[src/rtl/icache_fetch_buffer_pkg.sv]
// Shared constants and state encoding for the direct-mapped instruction cache.
package icache_fetch_buffer_pkg;

    localparam int ICACHE_INDEX_WIDTH = 6;
    localparam int IC_ADDR_WIDTH      = 32;
    localparam int IC_DATA_WIDTH      = 32;

    typedef enum logic [1:0] {
        IC_IDLE         = 2'd0,
        IC_MISS_WAIT    = 2'd1,
        IC_MISS_DISCARD = 2'd2
    } ic_state_e;

endpackage

[src/rtl/icache_fetch_buffer_if.sv]
// IFetch and memory-controller signal bundle; slave is the cache view, master the environment view.
interface icache_fetch_buffer_if #(
    parameter int ADDR_WIDTH = 32,
    parameter int DATA_WIDTH = 32
);
    logic                  if_req_valid;
    logic [ADDR_WIDTH-1:0] if_req_addr;
    logic                  flush;
    logic                  if_resp_valid;
    logic [DATA_WIDTH-1:0] if_resp_inst;
    logic                  mem_req_valid;
    logic [ADDR_WIDTH-1:0] mem_req_addr;
    logic                  mem_resp_valid;
    logic [DATA_WIDTH-1:0] mem_resp_data;

    modport slave (
        input  if_req_valid, if_req_addr, flush, mem_resp_valid, mem_resp_data,
        output if_resp_valid, if_resp_inst, mem_req_valid, mem_req_addr
    );

    modport master (
        output if_req_valid, if_req_addr, flush, mem_resp_valid, mem_resp_data,
        input  if_resp_valid, if_resp_inst, mem_req_valid, mem_req_addr
    );
endinterface

[src/rtl/icache_fetch_buffer_array.sv]
// Valid/tag/data line store: combinational read, single write port, 1-cycle clear-all on rst.
// No backpressure; the caller gates wr_en_i with its own stall.
module icache_array
    import icache_fetch_buffer_pkg::*;
#(
    parameter int INDEX_WIDTH = ICACHE_INDEX_WIDTH,
    parameter int TAG_WIDTH   = 24,
    parameter int DATA_WIDTH  = 32
) (
    input  logic                   clk,
    input  logic                   rst,
    input  logic [INDEX_WIDTH-1:0] rd_idx_i,
    output logic                   rd_valid_o,
    output logic [TAG_WIDTH-1:0]   rd_tag_o,
    output logic [DATA_WIDTH-1:0]  rd_data_o,
    input  logic                   wr_en_i,
    input  logic [INDEX_WIDTH-1:0] wr_idx_i,
    input  logic [TAG_WIDTH-1:0]   wr_tag_i,
    input  logic [DATA_WIDTH-1:0]  wr_data_i
);
    localparam int LINES = 1 << INDEX_WIDTH;

    logic [LINES-1:0]      valid_q;
    logic [TAG_WIDTH-1:0]  tag_q  [LINES];
    logic [DATA_WIDTH-1:0] data_q [LINES];

    always_ff @(posedge clk) begin
        if (rst) begin
            valid_q <= '0;
        end else if (wr_en_i) begin
            valid_q[wr_idx_i] <= 1'b1;
        end
    end

    // Tag and data need no reset: they are only ever read qualified by valid.
    always_ff @(posedge clk) begin
        if (wr_en_i) begin
            tag_q[wr_idx_i]  <= wr_tag_i;
            data_q[wr_idx_i] <= wr_data_i;
        end
    end

    assign rd_valid_o = valid_q[rd_idx_i];
    assign rd_tag_o   = tag_q[rd_idx_i];
    assign rd_data_o  = data_q[rd_idx_i];

endmodule

[src/rtl/icache_fetch_buffer.sv]
// Direct-mapped one-word-line icache: hit returns next cycle, a miss holds one level request
// until the memory word arrives; rdy low freezes everything, flush mid-miss drops the reply.
module icache_fetch_buffer
    import icache_fetch_buffer_pkg::*;
#(
    parameter int INDEX_WIDTH = ICACHE_INDEX_WIDTH,
    parameter int ADDR_WIDTH  = IC_ADDR_WIDTH,
    parameter int DATA_WIDTH  = IC_DATA_WIDTH
) (
    input  logic                  clk,
    input  logic                  rst,
    input  logic                  rdy,
    icache_fetch_buffer_if.slave  bus
);
    localparam int TAG_WIDTH = ADDR_WIDTH - INDEX_WIDTH - 2;

    ic_state_e              state_q;
    logic                   if_resp_valid_q;
    logic [DATA_WIDTH-1:0]  if_resp_inst_q;
    logic                   mem_req_valid_q;
    logic [ADDR_WIDTH-1:0]  mem_req_addr_q;
    logic [INDEX_WIDTH-1:0] miss_idx_q;
    logic [TAG_WIDTH-1:0]   miss_tag_q;

    logic [INDEX_WIDTH-1:0] req_idx;
    logic [TAG_WIDTH-1:0]   req_tag;
    logic                   rd_valid;
    logic [TAG_WIDTH-1:0]   rd_tag;
    logic [DATA_WIDTH-1:0]  rd_data;
    logic                   hit;
    logic                   fill_en;
    logic                   unused_addr_bits;

    assign req_idx          = bus.if_req_addr[INDEX_WIDTH+1:2];
    assign req_tag          = bus.if_req_addr[ADDR_WIDTH-1:INDEX_WIDTH+2];
    assign unused_addr_bits = ^bus.if_req_addr[1:0];
    assign hit              = rd_valid && (rd_tag == req_tag);
    // Both miss states fill on the response: even a discarded word is correct for its line.
    assign fill_en          = rdy && (state_q != IC_IDLE) && bus.mem_resp_valid;

    icache_array #(
        .INDEX_WIDTH (INDEX_WIDTH),
        .TAG_WIDTH   (TAG_WIDTH),
        .DATA_WIDTH  (DATA_WIDTH)
    ) u_array (
        .clk        (clk),
        .rst        (rst),
        .rd_idx_i   (req_idx),
        .rd_valid_o (rd_valid),
        .rd_tag_o   (rd_tag),
        .rd_data_o  (rd_data),
        .wr_en_i    (fill_en),
        .wr_idx_i   (miss_idx_q),
        .wr_tag_i   (miss_tag_q),
        .wr_data_i  (bus.mem_resp_data)
    );

    always_ff @(posedge clk) begin
        if (rst) begin
            state_q         <= IC_IDLE;
            if_resp_valid_q <= 1'b0;
            if_resp_inst_q  <= '0;
            mem_req_valid_q <= 1'b0;
            mem_req_addr_q  <= '0;
            miss_idx_q      <= '0;
            miss_tag_q      <= '0;
        end else if (rdy) begin
            if_resp_valid_q <= 1'b0;
            case (state_q)
                IC_IDLE: begin
                    if (bus.if_req_valid && !bus.flush) begin
                        if (hit) begin
                            if_resp_valid_q <= 1'b1;
                            if_resp_inst_q  <= rd_data;
                        end else begin
                            mem_req_valid_q <= 1'b1;
                            mem_req_addr_q  <= {bus.if_req_addr[ADDR_WIDTH-1:2], 2'b00};
                            miss_idx_q      <= req_idx;
                            miss_tag_q      <= req_tag;
                            state_q         <= IC_MISS_WAIT;
                        end
                    end
                end
                IC_MISS_WAIT: begin
                    if (bus.mem_resp_valid) begin
                        mem_req_valid_q <= 1'b0;
                        state_q         <= IC_IDLE;
                        if (!bus.flush) begin
                            if_resp_valid_q <= 1'b1;
                            if_resp_inst_q  <= bus.mem_resp_data;
                        end
                    end else if (bus.flush) begin
                        state_q <= IC_MISS_DISCARD;
                    end
                end
                IC_MISS_DISCARD: begin
                    if (bus.mem_resp_valid) begin
                        mem_req_valid_q <= 1'b0;
                        state_q         <= IC_IDLE;
                    end
                end
                default: state_q <= IC_IDLE;
            endcase
        end
    end

    assign bus.if_resp_valid = if_resp_valid_q;
    assign bus.if_resp_inst  = if_resp_inst_q;
    assign bus.mem_req_valid = mem_req_valid_q;
    assign bus.mem_req_addr  = mem_req_addr_q;

endmodule

[src/flat_wrapper.sv]
// flat-port wrapper written by rule: the top's interface ports become plain ports
module icache_fetch_buffer_flat import icache_fetch_buffer_pkg::*;
#(
    parameter int INDEX_WIDTH = ICACHE_INDEX_WIDTH,
    parameter int ADDR_WIDTH  = IC_ADDR_WIDTH,
    parameter int DATA_WIDTH  = IC_DATA_WIDTH
)
  (clk, rst, rdy, bus_if_req_valid, bus_if_req_addr, bus_flush, bus_mem_resp_valid, bus_mem_resp_data, bus_if_resp_valid, bus_if_resp_inst, bus_mem_req_valid, bus_mem_req_addr);
  icache_fetch_buffer_if #(.ADDR_WIDTH(ADDR_WIDTH), .DATA_WIDTH(DATA_WIDTH)) bus_i ();
  input  logic clk;
  input  logic rst;
  input  logic rdy;
  input wire logic [$bits(bus_i.if_req_valid)-1:0] bus_if_req_valid;
  input wire logic [$bits(bus_i.if_req_addr)-1:0] bus_if_req_addr;
  input wire logic [$bits(bus_i.flush)-1:0] bus_flush;
  input wire logic [$bits(bus_i.mem_resp_valid)-1:0] bus_mem_resp_valid;
  input wire logic [$bits(bus_i.mem_resp_data)-1:0] bus_mem_resp_data;
  output wire logic [$bits(bus_i.if_resp_valid)-1:0] bus_if_resp_valid;
  output wire logic [$bits(bus_i.if_resp_inst)-1:0] bus_if_resp_inst;
  output wire logic [$bits(bus_i.mem_req_valid)-1:0] bus_mem_req_valid;
  output wire logic [$bits(bus_i.mem_req_addr)-1:0] bus_mem_req_addr;
  assign bus_i.if_req_valid = bus_if_req_valid;
  assign bus_i.if_req_addr = bus_if_req_addr;
  assign bus_i.flush = bus_flush;
  assign bus_i.mem_resp_valid = bus_mem_resp_valid;
  assign bus_i.mem_resp_data = bus_mem_resp_data;
  assign bus_if_resp_valid = bus_i.if_resp_valid;
  assign bus_if_resp_inst = bus_i.if_resp_inst;
  assign bus_mem_req_valid = bus_i.mem_req_valid;
  assign bus_mem_req_addr = bus_i.mem_req_addr;
  icache_fetch_buffer #(.INDEX_WIDTH(INDEX_WIDTH), .ADDR_WIDTH(ADDR_WIDTH), .DATA_WIDTH(DATA_WIDTH)) u_core (.clk(clk), .rst(rst), .rdy(rdy), .bus(bus_i));
endmodule
[config.mk]
export PLATFORM = sky130hd
export DESIGN_NAME = icache_fetch_buffer_flat
export DESIGN_NICKNAME = d
export VERILOG_FILES = /design/src/rtl/icache_fetch_buffer_pkg.sv /design/src/rtl/icache_fetch_buffer_if.sv /design/src/rtl/icache_fetch_buffer_array.sv /design/src/rtl/icache_fetch_buffer.sv /design/src/flat_wrapper.sv
export SDC_FILE = /design/constraint.sdc
export NUM_CORES = 2
export LEC_CHECK = 0
export CAP_MARGIN = 20
export CORE_UTILIZATION = 25
export CTS_CLUSTER_DIAMETER = 40
export DETAILED_ROUTE_END_ITERATION = 12
export MAX_ROUTING_LAYER = met4
export PLACE_DENSITY = 0.49
export SYNTH_ARGS = -nofsm -noshare
export SYNTH_HDL_FRONTEND = slang
export SYNTH_HIERARCHICAL = 1
export SYNTH_SLANG_ARGS = --single-unit
[constraint.sdc]
create_clock -name clk -period 6 [get_ports clk]
set_clock_uncertainty 0.15 [all_clocks]
set_input_delay 0.9 -clock clk [delete_from_list [all_inputs] [get_ports clk]]
set_output_delay 0.9 -clock clk [all_outputs]
set_load 0.1 [all_outputs]
==> results.cfg <==
[cts]
clk_path_buf_depth = 4
clock-sinks = 3714
numCtsBuffers = 473
cts.clk_slew.worst_paths_ns = 0.06
cts_tree = yes
cts_setup_buffers = 0
clock_latency_ns = 1.04
cts_root_buf = clkbuf_16
postCtsHoldBufs = 0
htreeDepth = 5
ctsResizeCount = 0

[die]
pin_count = 136
dieArea_sq_um = 570000
core-area_sq_um = 565000
die_x_microns = 755
die_h_microns = 755
initial_utilization_pct = 25.1
rows = 276

[power]
power.density_nw_per_um2 = 349
power.static_leakage_nw = 53.3
total_power_mw = 60.0
ir_drop_v = 0.000244

[yosys]
synth_top_area_share_pct = 75.9
syn_inst = 6613
synthFlopType = edfxtp_1
synth.avg_cell_area_sq_um = 21.4
syn-cell-area_sq_um = 142000
synth.ff_latch_count = 3714
yosysTopAreaCell = edfxtp_1
ys_warn_count = 6
synth-edff-count = 3584
seq_area_frac_synth_pct = 77.8
synth-async-reset-ratio_pct = 0
synth_area_leaders = edfxtp_1 76%, mux4_2 13%, mux2i_1 2.0%
synth_cell_types = 61

[grt]
antenna_found_initial = 44
grt_use_total_pct = 16.3
grt_pass1_wl_microns = 631000
grt_pass1_vias = 74623
grt_max_degree = 74
grt_overflow = 0

[routing]
drt_iter0_drc = 8603
wl_microns = 466000
dr_total_vias = 74075
vias_per_cell = 4.86
route.detailed.drc = 0
wl_met2_microns = 220000
m1WireLength_microns = 194000
drtAntennaViolNets = 0
avgRoutedWirePerCell_microns = 30.6
route.met3.wl_microns = 36700
first_pass_iters = 6
top_layer = met4

[outcome]
status = completed

[placement]
pre_cts_ws_ns = -0.152
portBuffers = 131
gp_congestion = 0.783
dpl.hpwl_microns = 269000

[finish]
final_nets = 7394
areaGrowthSynthToFinish_pct = 21.3
utilization_pct = 30.4
drive_gt1_share_pct = 30.1

[worst_setup_path]
path_cells = buf_16 > buf_12 > mux4_2 > nor2_1 > nor2_1 > a2111oi_0 > nor3_1 > xnor2_1 > buf_4 > nand4_1 > nor4_2 > buf_4 > a31oi_4 > buf_12 > mux2i_1 > nor2_1
cp-end-kind = register
path_delay_family = buffers and inverters
crit_top_cell = nor2_1
worstPathArrival_ns = 5.81
crit_required_ns = 6.66
crit_buf_inv = 5
worstSetupStartpointType = input port
worst-setup-path-type = input port to register
cp_slowest_cell = a2111oi_0
max_stage_delay_ns = 0.66
cp_max_fo = 59

[timing]
max_freq_mhz = 194
period_minus_slack_ns = 5.16
relSlewSlack_pct = 15.2
finalHoldViolCount = 0
rsz0062_at_grt = false
setup_viol = 0
min_period_over_period_pct = 85.9
worst_slew_pin_slew_ns = 1.27
postLayoutSetupSlackWorst_ns = 0.844
slew_viol_final = 0
whs_ns = 0.0422

[worst_hold_path]
hold_class = input port to register

[job]
maxCapViolCount = 0
-- sequential cells by signal, indices dropped and copies added, names as in the netlist --
name,cells
u_core/u_array/data_q,2048
u_core/bus.mem_req_addr,1
u_core/bus.if_resp_inst,32
u_core/u_array/valid_q,64
u_core/bus.mem_req_valid,1
u_core/miss_idx_q,5
u_core/state_q,2
u_core/bus.if_resp_valid,1
u_core/u_array/tag_q,1536
u_core/miss_tag_q,24
-- cell families after synthesis --
family | count (synthesis) | share of synthesized area [%]
fa+ha+maj | 3 | 0.0265
mux | 1151 | 15.4
simple gates | 770 | 2.34
compound gates | 562 | 2.86
xor+xnor | 24 | 0.148
buf+inv | 388 | 1.42
other cells | 1 | 0.00265
flops | 3714 | 77.8
-- metrics by stage --
step / cell area, sq um / instances / setup TNS, ns
finish: 172000 / 15254 / 0
global route: 172000 / 15247 / 0
CTS: 172000 / 15238 / 0
detailed placement: 156000 / 14346 / -3.86
global placement: 156000 / 14345 / -5.91
floorplan: 142000 / 6614 / 0
-- cell usage after synthesis, drive strengths merged, types with 7 or more instances --
| cell type | number |
|---|---|
| mux2 | 39 |
| and3 | 7 |
| nand3 | 58 |
| nor2 | 335 |
| a21oi | 39 |
| a221oi | 56 |
| mux2i | 287 |
| clkbuf | 150 |
| buf | 233 |
| nand2 | 248 |
| o211ai | 48 |
| o221ai | 19 |
| dfxtp | 130 |
| a2bb2oi | 30 |
| o21ai | 57 |
| mux4 | 825 |
| a2111oi | 8 |
| edfxtp | 3584 |
| a22oi | 17 |
| nor4 | 39 |
| a32oi | 8 |
| nand4 | 10 |
| xnor2 | 21 |
| nor3 | 17 |
| nor2b | 14 |
| o22ai | 196 |
| a211oi | 55 |
| or3 | 8 |
| nand2b | 13 |
| and2 | 7 |
-- where the power goes --
group / internal (mW) / switching, mW / leakage, nW
registers: 28.4 / 0.0176 / 33.0
logic: 0.986 / 1.77 / 12.6
clock network: 17.3 / 11.6 / 7.74
total: 46.6 / 13.4 / 53.3
-- cell type report --
cell class	instances	area (sq um)
Fill cell	54521	393000
Timing Repair Buffer	615	5930
Tap cell	7506	9390
Clock buffer	538	12300
Multi-Input combinational cell	2512	30100
Clock inverter	354	3940
Sequential cell	3714	110000
Antenna cell	10	25.0
Inverter	5	26.3
-- path summary, 6_finish.rpt --
| path | from | to | slack [ns] | cells after the start |
|---|---|---|---|---|
| setup / recovery | bus_if_req_addr[2] | u_core/miss_tag_q[5]$_SDFFE_PP0P_ | 0.84 | 16 |
| hold / removal | bus_mem_resp_data[28] | u_core/u_array/data_q[26][28]$_DFFE_PP_ | 0.04 | 1 |
| setup reg to reg | u_core/u_array/tag_q[40][0]$_DFFE_PP_ | u_core/miss_tag_q[5]$_SDFFE_PP0P_ | 1.16 | 13 |
| hold reg to reg | u_core/u_array/valid_q[5]$_SDFFE_PP0P_ | u_core/u_array/valid_q[5]$_SDFFE_PP0P_ | 0.31 | 2 |
-- layer usage --
layer / up-vias / track usage [%]
met1: 40722 / 21.4
met3: 723 / 3.11
met5: - / -
met2: 3290 / 25.9
met4: 0 / 4.75
li1: 29340 / -
-- cell usage in the layout (no fill, tap or decap), drive strengths merged, types with 7 or more instances in the layout --
master	n
a2111oi	8
a211oi	55
a21oi	39
a221oi	56
a22oi	17
a2bb2oi	30
a32oi	8
and2	7
and3	7
buf	541
bufinv	56
clkbuf	538
clkdlybuf4s50	74
clkinv	178
clkinvlp	61
dfxtp	130
diode	10
edfxtp	3584
inv	64
mux2	39
mux2i	287
mux4	825
nand2	248
nand2b	13
nand3	58
nand4	10
nor2	335
nor2b	14
nor3	17
nor4	39
o211ai	48
o21ai	57
o221ai	19
o22ai	196
or3	8
xnor2	21
No activity file was read; power rests on OpenSTA's default activity.
